[src/rtl/day002.sv]
// Purpose    : 1:2 valid/ready stream demux with one registered output slot per
//              channel and a wrapping delivered-transfer counter per channel.
// Latency    : 1 cycle from input acceptance to x_valid_o; full throughput per channel.
// Backpressure: ready_o follows only the selected slot, so a stalled channel
//              never blocks words routed to the other channel.
//
// Ports:
//   clk, reset          - clock, synchronous active-high reset
//   din_i, sel_i        - input payload, route select (1 = A, 0 = B)
//   valid_i, ready_o    - input handshake (ready_o combinational, 0 in reset)
//   a_o, a_valid_o      - channel A payload/valid (registered)
//   a_ready_i           - channel A downstream ready
//   b_o, b_valid_o      - channel B payload/valid (registered)
//   b_ready_i           - channel B downstream ready
//   a_cnt_o, b_cnt_o    - per-channel transfer counts, modulo 2^CNT_W
module day002 #(
  parameter int WIDTH = 8,
  parameter int CNT_W = 8
) (
  input  logic             clk,
  input  logic             reset,
  input  logic [WIDTH-1:0] din_i,
  input  logic             sel_i,
  input  logic             valid_i,
  output logic             ready_o,
  output logic [WIDTH-1:0] a_o,
  output logic             a_valid_o,
  input  logic             a_ready_i,
  output logic [WIDTH-1:0] b_o,
  output logic             b_valid_o,
  input  logic             b_ready_i,
  output logic [CNT_W-1:0] a_cnt_o,
  output logic [CNT_W-1:0] b_cnt_o
);

  logic a_free;
  logic b_free;
  logic accept;
  logic load_a;
  logic load_b;
  logic xfer_a;
  logic xfer_b;

  // A slot can take a new word if it is empty or being drained this edge.
  assign a_free  = !a_valid_o || a_ready_i;
  assign b_free  = !b_valid_o || b_ready_i;
  assign ready_o = !reset && (sel_i ? a_free : b_free);

  assign accept  = valid_i && ready_o;
  assign load_a  = accept && sel_i;
  assign load_b  = accept && !sel_i;
  assign xfer_a  = a_valid_o && a_ready_i;
  assign xfer_b  = b_valid_o && b_ready_i;

  always_ff @(posedge clk) begin
    if (reset) begin
      a_o       <= '0;
      a_valid_o <= 1'b0;
      b_o       <= '0;
      b_valid_o <= 1'b0;
      a_cnt_o   <= '0;
      b_cnt_o   <= '0;
    end else begin
      // Reload wins over drain so a same-edge transfer+load stays FULL.
      if (load_a) begin
        a_o       <= din_i;
        a_valid_o <= 1'b1;
      end else if (xfer_a) begin
        a_valid_o <= 1'b0;
      end

      if (load_b) begin
        b_o       <= din_i;
        b_valid_o <= 1'b1;
      end else if (xfer_b) begin
        b_valid_o <= 1'b0;
      end

      if (xfer_a) a_cnt_o <= a_cnt_o + 1'b1;
      if (xfer_b) b_cnt_o <= b_cnt_o + 1'b1;
    end
  end

endmodule

[config.mk]
export PLATFORM = sky130hd
export DESIGN_NAME = day002
export DESIGN_NICKNAME = d
export VERILOG_FILES = /design/src/rtl/day002.sv
export SDC_FILE = /design/constraint.sdc
export NUM_CORES = 1
export LEC_CHECK = 0
export CORE_UTILIZATION = 40
export DETAILED_ROUTE_END_ITERATION = 6
export PLACE_DENSITY = 0.82
export SLEW_MARGIN = 20
export SYNTH_ARGS = -nofsm -noshare
export SYNTH_HDL_FRONTEND = slang
export SYNTH_SLANG_ARGS = --single-unit
[constraint.sdc]
create_clock -name clk -period 3.5 [get_ports clk]
set_clock_uncertainty 0.2 [all_clocks]
set_input_delay 1.05 -clock clk [delete_from_list [all_inputs] [get_ports clk]]
set_output_delay 1.05 -clock clk [all_outputs]
set_load 0.03 [all_outputs]
==> results of run 1 <==
-- repair_timing --
action / 4_1_cts / 5_1_grt
buffers inserted: 1 / 0
pin swaps: 0 / 1
endpoints found under the setup margin: 1 / 1
gates cloned: 0 / 0
resized for setup: 2 / 0
-- per-stage QoR --
step,power [W],cell area (µm²)
final,0.0007122,2051
after global routing,0.0007394,2051
after CTS,0.0007137,2051
after detailed placement,0.0004914,1977
after global placement,0.0004906,1977
after floorplan,0.0004481,1439
-- layer usage --
layer / vias to the layer above / wire (µm) / global-route usage [%]
met3: 7 / 125 / 3.727
met4: 0 / 64 / 8.571
met5: - / 0 / 0
met2: 40 / 1643 / 28.88
li1: 719 / - / -
met1: 635 / 1651 / 25.61
-- placed cells by master (no fill, tap or decap), drive strengths merged, types with 7 or more instances in the layout --
master / Yosys / final
a21oi: 28 / 28
buf: 4 / 7
clkbuf: 5 / 7
clkdlybuf4s50: 0 / 47
dfxtp: 34 / 34
nand2: 8 / 8
nand3: 24 / 24
nor2: 9 / 9
o21ai: 20 / 20
-- how the worst max path moves through the flow --
| stage | depth (start not counted) | end |
|---|---|---|
| final | 4 | ready_o |
| after global routing | 4 | ready_o |
| after CTS | 4 | ready_o |
| after detailed placement | 4 | ready_o |
| after global placement | 4 | ready_o |
| after floorplan | 3 | ready_o |
-- registers in the layout (all words and copies together) (netlist names) --
name,count
a_cnt_o,8
a_o,8
a_valid_o,1
b_cnt_o,8
b_o,8
b_valid_o,1
-- power groups by stage --
stage                     clock, W  sequential (W)  combinational (W)
after floorplan                  0        0.000423          0.0000249
after global placement           0        0.000409          0.0000820
after detailed placement         0        0.000409          0.0000827
after CTS                 0.000230        0.000400          0.0000843
after global routing      0.000247        0.000401          0.0000909
final                     0.000228        0.000400          0.0000843
-- cell type report --
cell class / instances / area, µm² / area share [%]
well taps: 46 / 57.56 / 2.807
inverters: 2 / 7.507 / 0.3661
clock inverters: 1 / 5.005 / 0.2441
repair buffers: 54 / 523.0 / 25.50
clock buffers: 7 / 55.05 / 2.685
multi-input cells: 124 / 721.9 / 35.20
flip-flops and latches: 34 / 680.7 / 33.19
-- worst max-delay path, cell delays in order --
cell and delay, ns:
clkdlybuf4s50_1 0.49, and2b_2 0.25, a211oi_2 0.21, buf_4 0.20
-- cell families after synthesis --
| family | Yosys count | synth area share [%] |
|---|---|---|
| muxes | 2 | 1.565 |
| buffers and inverters | 11 | 2.956 |
| DFF | 34 | 47.30 |
| adders and majority gates | 2 | 1.739 |
| and+or+nand+nor | 63 | 24.70 |
| AOI/OAI and AO/OA | 53 | 19.30 |
| xor gates and xnor gates | 4 | 2.435 |
==> flow_metrics.tcl, run 1 <==
set metrics [dict create \
    initial_utilization_pct 42.45 \
    drv_slew 0 \
    start_kind "input pin" \
    timing.final.crit_period_ns 3.448 \
    yosys-top-cells-count "dfxtp_1, a21oi_1, nand3_1" \
    yosysSeqAreaShare_pct 47.30 \
    clkTransAtPathRegs_ns 0.09 \
    overflow 0 \
    grtUsageTotal_pct 18.87 \
    cts_max_path_buffers 2 \
    first_iter_violations 75 \
    dr.pass1.iters 4 \
    core-area_um2 3390 \
    synth_top_area_share_pct 47.30 \
    reg2regPathDepth 3 \
    clk_latency_ns 0.34 \
    syn_nets 185 \
    cts-hold-fix-buffers 0 \
    leakagePower_nw 0.6750 \
    endpoint_kind "primary output" \
    area_growth_syn_to_layout_pct 42.52 \
    worstHoldPathType "reg -> reg" \
    wl_per_cell_um 13.00 \
    nFillCells 292 \
    fin_ws_ns 0.05184 \
    synth_cell_type_count 28 \
    worst_r2r_endpoint "b_cnt_o[7]" \
    portBuffers 48 \
    synth_area_um2 1439 \
    netSwitchingFraction_pct 25.58 \
    min_period_over_period_pct 98.52 \
    clkPwrFrac_pct 32.0 \
    nets 237 \
    utilization_pct 60.50 \
    synth-async-reset-ratio_pct 0 \
    synth-edff-count 0 \
    layout-drive-gt1-share_pct 10.81 \
    yosysWarnings 0 \
    fin_cells 268 \
    place_hpwl_um 2473 \
    placed_cells_incl_taps 259 \
    yosys-top-cells-area "dfxtp_1, a21oi_1, nand3_1, o21ai_0, xor2_1" \
    ys_seq_elements 34 \
    intPower_w 0.0005300 \
    slew-limit-headroom_pct 69.54 \
    final_antenna_net_count 0 \
    die_h_um 61.98 \
    outcome "finished, final reports clean" \
    drt_wl_total_um 3485 \
    fmax_mhz 290.0 \
    grt_pass1_vias 1154 \
    netlist_instances 169 \
    r2r_slack_ns 1.91 \
    yosysMostFrequentCell "dfxtp_1" \
    place.gp.congestion 0.8242 \
    ios 49 \
    cts_sinks 34 \
    num_vias 1401 \
    p_sw_w 0.0001822 \
    holdPathStages 2 \
    clockRootBuffer "clkbuf_4" \
    setup_viol 0 \
    hold_viol_final 0 \
    hp-start "a_o[6]" \
    critPathLaunch "a_ready_i" \
    post-place-ws_ns -0.07314 \
    fin_hold_ws_ns 0.2834 \
    syn_avg_cell_area_um2 8.514 \
    grt_max_degree 41 \
    worstMarginPinSlew_ns 0.4560 \
    antenna_cells 0 \
    worstPathArrival_ns 2.20 \
    power_per_cell_area_nw_per_um2 347.3 \
    chipWidth_um 61.98 \
    cts_htree_levels 2 \
    max-vdd-ir-drop_v 0.0002056 \
    seq_power_share_pct 56.1 \
    synth_ff_type "dfxtp_1" \
    synth_top_area_cell "dfxtp_1" \
    drcViolationCount 0 \
    maxCapViolCount 0 \
    dieArea_um2 3841 \
    p_comb_share_pct 11.8 \
    fp-row-count 21 \
    cp.required_ns 2.25 \
    cts_buffers 5 \
    hold_end "a_o[6]" \
    crit_fanout 2 \
    grt_pass1_wl_um 5244 \
    grt_antenna_before_repair 0 \
    rsz0062_at_grt "no" \
    cts_tree "yes" \
    crit_type "in -> out" \
    setup_tns_ns 0 \
    r2r-start "b_valid_o" \
    vias_per_cell 5.228 \
]
Note: power is estimated with default switching activity, not from simulation.
==> run 2: changes to the inputs <==
--- a/config.mk
+++ b/config.mk
@@ -7,8 +7,10 @@
 export LEC_CHECK = 0
 export CORE_UTILIZATION = 40
 export DETAILED_ROUTE_END_ITERATION = 6
-export PLACE_DENSITY = 0.82
+export DONT_BUFFER_PORTS = 1
+export PLACE_DENSITY = 0.64
 export SLEW_MARGIN = 20
 export SYNTH_ARGS = -nofsm -noshare
 export SYNTH_HDL_FRONTEND = slang
 export SYNTH_SLANG_ARGS = --single-unit
+export TNS_END_PERCENT = 20
==> run 2 against run 1 <==
  * Design area shrank 26%
  * Sequential cell count unchanged
  * Die area unchanged
  * Maximum frequency is 14% higher
  * Power down 10%
  * Clock power fell by 13%
  * Via count shrank 13%
  * Global-route usage fell by 0.53 points
  * First-iteration DRC count increased by 1.3%
  * Worst setup slack better by 0.43 ns
  * Critical path type unchanged
  * Critical endpoint unchanged
  * Largest power group unchanged
==> flow_metrics.tcl, run 2 (same netlist as run 1, synthesis figures left out) <==
set metrics [dict create \
    outcome "finished, final reports clean" \
    drv_slew 0 \
    initial_utilization_pct 42.45 \
    ctsResizeCount 0 \
    wl_per_cell_um 15.17 \
    crit_type "in -> out" \
    nets 184 \
    utilization_pct 44.67 \
    dieArea_um2 3841 \
    grt_use_met2_pct 23.71 \
    chipWidth_um 61.98 \
    multi_input_area_um2 715.7 \
    fin_hold_ws_ns 0.4296 \
    clockRootBuffer "clkbuf_4" \
    layout-drive-gt1-share_pct 8.333 \
    cts_setup_buffers 0 \
    maxCapViolCount 0 \
    clk_latency_ns 0.33 \
    worstPathArrival_ns 1.76 \
    hold_viol_final 0 \
    die_h_um 61.98 \
    drcViolationCount 0 \
    dr.pass1.iters 4 \
    rsz0062_at_grt "no" \
    worstPathCellList "or2b_2 > nor2_1 > a211oi_1 > buf_4" \
    worstHoldPathType "reg -> reg" \
    start_kind "input pin" \
    cts_htree_levels 2 \
    ios 49 \
    layout_common_cells "dfxtp_1, a21oi_1, nand3_1" \
    setup_viol 0 \
    num_vias 1213 \
    drt_wl_total_um 3246 \
    fin_total_pwr_w 0.0006381 \
    grt_max_degree 42 \
    place.gp.congestion 0.7333 \
    clkTransAtPathRegs_ns 0.09 \
    r2r-start "b_cnt_o[0]" \
    cts_buffers 5 \
    use_met3_pct 10.97 \
    crit_fanout 10 \
    use_met1_pct 24.30 \
    nFillCells 335 \
    cp.required_ns 2.25 \
    endpoint_kind "primary output" \
    top_usage_layer "met1" \
    slowest_delay_ns 0.36 \
    critPathLaunch "b_ready_i" \
    leakagePower_nw 0.4684 \
    cts-hold-fix-buffers 0 \
    fp-row-count 21 \
    cts_sinks 34 \
    slew-limit-headroom_pct 66.04 \
    area_growth_syn_to_layout_pct 5.217 \
    cp_num_buf_inv 1 \
    mostFrequentLayoutCell "dfxtp_1" \
    grtUsageTotal_pct 18.34 \
    final_antenna_net_count 0 \
    overflow 0 \
    portBuffers 0 \
    seqCellArea_um2 680.7 \
    worstMarginPinSlew_ns 0.5087 \
    first_iter_violations 76 \
    power_per_cell_area_nw_per_um2 421.5 \
    cts_tree "yes" \
    vias_per_cell 5.668 \
    hp-start "b_cnt_o[7]" \
    grt_pass1_vias 1033 \
    grt_antenna_before_repair 0 \
    fmax_mhz 331.8 \
    antenna_cells 0 \
    max-vdd-ir-drop_v 0.0002664 \
    setup_tns_ns 0 \
    fin_cells 214 \
    min_period_over_period_pct 86.11 \
    grt_pass1_wl_um 5016 \
    core-area_um2 3390 \
    cp_top_family "simple AND/OR/NAND/NOR gates" \
    slowest_stage "or2b_2" \
    placed_cells_incl_taps 207 \
    timing.final.crit_period_ns 3.014 \
    cts_max_path_buffers 2 \
    place_hpwl_um 2335 \
]
-- run 2: cell count changes in the layout (fill, tap and decap cells not counted), sizes merged --
| cell | change |
|---|---|
| clkdlybuf4s50 | -47 |
| clkinv | -1 |
| buf | -6 |
-- run 2: path summary, 6_finish.rpt --
path,cells past startpoint,slack (ns),to
setup / recovery,4,0.49,ready_o
hold / removal,2,0.43,b_cnt_o[7]
setup reg to reg,4,1.66,b_cnt_o[4]
hold reg to reg,2,0.43,b_cnt_o[7]
-- run 2: cell type report --
cell class              count  area share, %
flip-flops and latches     34          44.96
repair buffers              1         0.4959
multi-input cells         124          47.27
inverters                   2         0.4959
well taps                  46          3.802
clock buffers               7          2.975
-- run 2: worst reg2reg max path: stages (launching register included) --
cell and delay, ns:
dfxtp_1 0.58, ha_1 0.25, nand4_1 0.17, nor2_1 0.18, mux2_2 0.35
-- run 2: where the power goes --
part           internal (W)  switching [W]   total, W  leakage [nW]
registers          0.000394      0.0000220   0.000416         0.275
logic            0.00000987      0.0000130  0.0000229         0.168
clock network     0.0000757       0.000123   0.000199        0.0254
-- run 2: layer usage --
| layer | routed length, µm | part of all wire [%] | up-vias |
|---|---|---|---|
| li1 | - | - | 613 |
| met1 | 1398 | 43 | 548 |
| met2 | 1380 | 43 | 46 |
| met3 | 414 | 13 | 6 |
| met4 | 52 | 1.6 | 0 |
| met5 | 0 | 0 | - |
-- run 2: per-stage QoR --
step / area, µm² / setup WS (ns)
after detailed placement: 1469 / 0.4867
after CTS: 1514 / 0.4864
final: 1514 / 0.4862
after floorplan: 1439 / 0.09348
after global placement: 1469 / 0.4840
after global routing: 1514 / 0.3885
==> run 3: changes to the inputs <==
--- a/config.mk
+++ b/config.mk
@@ -5,10 +5,12 @@
 export SDC_FILE = /design/constraint.sdc
 export NUM_CORES = 1
 export LEC_CHECK = 0
-export CORE_UTILIZATION = 40
+export CELL_PAD_IN_SITES_DETAIL_PLACEMENT = 0
+export CELL_PAD_IN_SITES_GLOBAL_PLACEMENT = 2
+export CORE_UTILIZATION = 37
 export DETAILED_ROUTE_END_ITERATION = 6
 export DONT_BUFFER_PORTS = 1
-export PLACE_DENSITY = 0.64
+export PLACE_DENSITY = 0.91
 export SLEW_MARGIN = 20
 export SYNTH_ARGS = -nofsm -noshare
 export SYNTH_HDL_FRONTEND = slang
==> run 3 against run 2 <==
  * Clock-buffer cell count is 1 lower
  * First-iteration DRC count is 67% lower
  * Die area grew 7.8%
  * Via count up 1.6%
  * Power grew 24%
  * Wire length rose by 0.31%
  * Combinational power increased by 10%
  * Maximum frequency shrank 0.69%
  * Core utilization down 1.6 points
  * Critical endpoint unchanged
  * Largest cell class unchanged
==> flow_metrics.tcl, run 3 (same netlist as run 1, synthesis figures left out) <==
set metrics [dict create \
    utilization_pct 43.08 \
    core-area_um2 3689 \
    wl_per_cell_um 14.94 \
    dr.pass1.iters 4 \
    num_vias 1232 \
    overflow 0 \
    place_hpwl_um 2307 \
    clk_latency_ns 0.28 \
    multi_input_area_um2 715.7 \
    clockRootBuffer "clkbuf_8" \
    top_layer "met4" \
    nFillCells 386 \
    worstPathArrival_ns 1.78 \
    ios 49 \
    dieArea_um2 4142 \
    start_kind "input pin" \
    die_h_um 64.36 \
    grt_max_degree 42 \
    clkTransAtPathRegs_ns 0.07 \
    wl_met2_um 1597 \
    ctsResizeCount 0 \
    cts_max_path_buffers 2 \
    worstHoldPathType "reg -> reg" \
    drcViolationCount 0 \
    place.gp.congestion 0.7462 \
    grt_pass1_wl_um 5485 \
    portBuffers 0 \
    setup_tns_ns 0 \
    outcome "finished, final reports clean" \
    rsz0062_at_grt "no" \
    cts_buffers 5 \
    layout_common_cells "dfxtp_1, a21oi_1, nand3_1" \
    slew-limit-headroom_pct 67.77 \
    cts_setup_buffers 0 \
    nets 185 \
    fin_cells 218 \
    grt_pass1_vias 1273 \
    min_period_over_period_pct 86.71 \
    cts-hold-fix-buffers 0 \
    antenna_cells 0 \
    leakagePower_nw 0.4998 \
    cts_htree_levels 2 \
    hold_viol_final 0 \
    setup_viol 0 \
    mostFrequentLayoutCell "dfxtp_1" \
    fmax_mhz 329.5 \
    final_antenna_net_count 0 \
    placed_cells_incl_taps 210 \
    fp-row-count 22 \
    initial_utilization_pct 39.01 \
    met3WireLength_um 257 \
    chipWidth_um 64.36 \
    m1WireLength_um 1341 \
    vias_per_cell 5.651 \
    worstMarginPinSlew_ns 0.4828 \
    fin_hold_ws_ns 0.4256 \
    power_per_cell_area_nw_per_um2 498.0 \
    drv_slew 0 \
    area_growth_syn_to_layout_pct 10.43 \
    endpoint_kind "primary output" \
    crit_type "in -> out" \
    cp.required_ns 2.25 \
    drt_wl_total_um 3256 \
    cts_sinks 34 \
    cts_tree "yes" \
    grt_antenna_before_repair 0 \
    timing.final.crit_period_ns 3.035 \
    maxCapViolCount 0 \
    max-vdd-ir-drop_v 0.0002204 \
    first_iter_violations 25 \
    layout-drive-gt1-share_pct 10.00 \
    crit_fanout 10 \
    seqCellArea_um2 680.7 \
    grtUsageTotal_pct 17.21 \
]
[run 3: cell types whose count changed in the layout (fill, tap and decap cells not counted)]
cell / before / now
buf_4: 1 / 2
bufinv_16: 0 / 1
clkbuf_1: 2 / 1
clkbuf_4: 5 / 0
clkbuf_8: 0 / 5
clkinvlp_4: 0 / 1
[run 3: area by class of cell]
cell class / count / share of cell area, %
repair buffers: 2 / 0.9449
inverters: 2 / 0.4724
clock buffers: 6 / 4.567
flip-flops and latches: 34 / 42.83
multi-input cells: 124 / 45.04
clock inverters: 2 / 2.362
well taps: 48 / 3.780
[run 3: power by group]
group	switching [W]	internal [W]	leakage [nW]
sequential	0.0000201	0.000395	0.275
clock	0.000139	0.000212	0.0514
combinational	0.0000149	0.0000104	0.173
[run 3: final timing paths]
path | startpoint | slack [ns] | end | depth (start not counted)
max | b_ready_i | 0.47 | ready_o | 4
min | b_cnt_o[7] | 0.43 | b_cnt_o[7] | 2
max reg2reg | a_cnt_o[0] | 1.70 | a_cnt_o[4] | 4
min reg2reg | b_cnt_o[7] | 0.43 | b_cnt_o[7] | 2
[run 3: stage by stage]
step / total power (W) / setup WS, ns / area, µm²
after detailed placement: 0.0004488 / 0.4573 / 1479
after floorplan: 0.0004481 / 0.09348 / 1439
final: 0.0007914 / 0.4653 / 1589
after global placement: 0.0004482 / 0.4715 / 1479
after CTS: 0.0008039 / 0.4550 / 1589
after global routing: 0.0008292 / 0.4346 / 1589
[run 3: worst max-delay path: stages]
cell	delay [ns]
or2b_2	0.37
nor2_1	0.13
a211oi_1	0.06
buf_4	0.18
[run 3: layer usage]
layer	up-vias	GRT usage, %
li1	609	-
met1	587	17.91
met2	29	28.29
met3	7	7.500
met4	0	10.56
met5	-	0
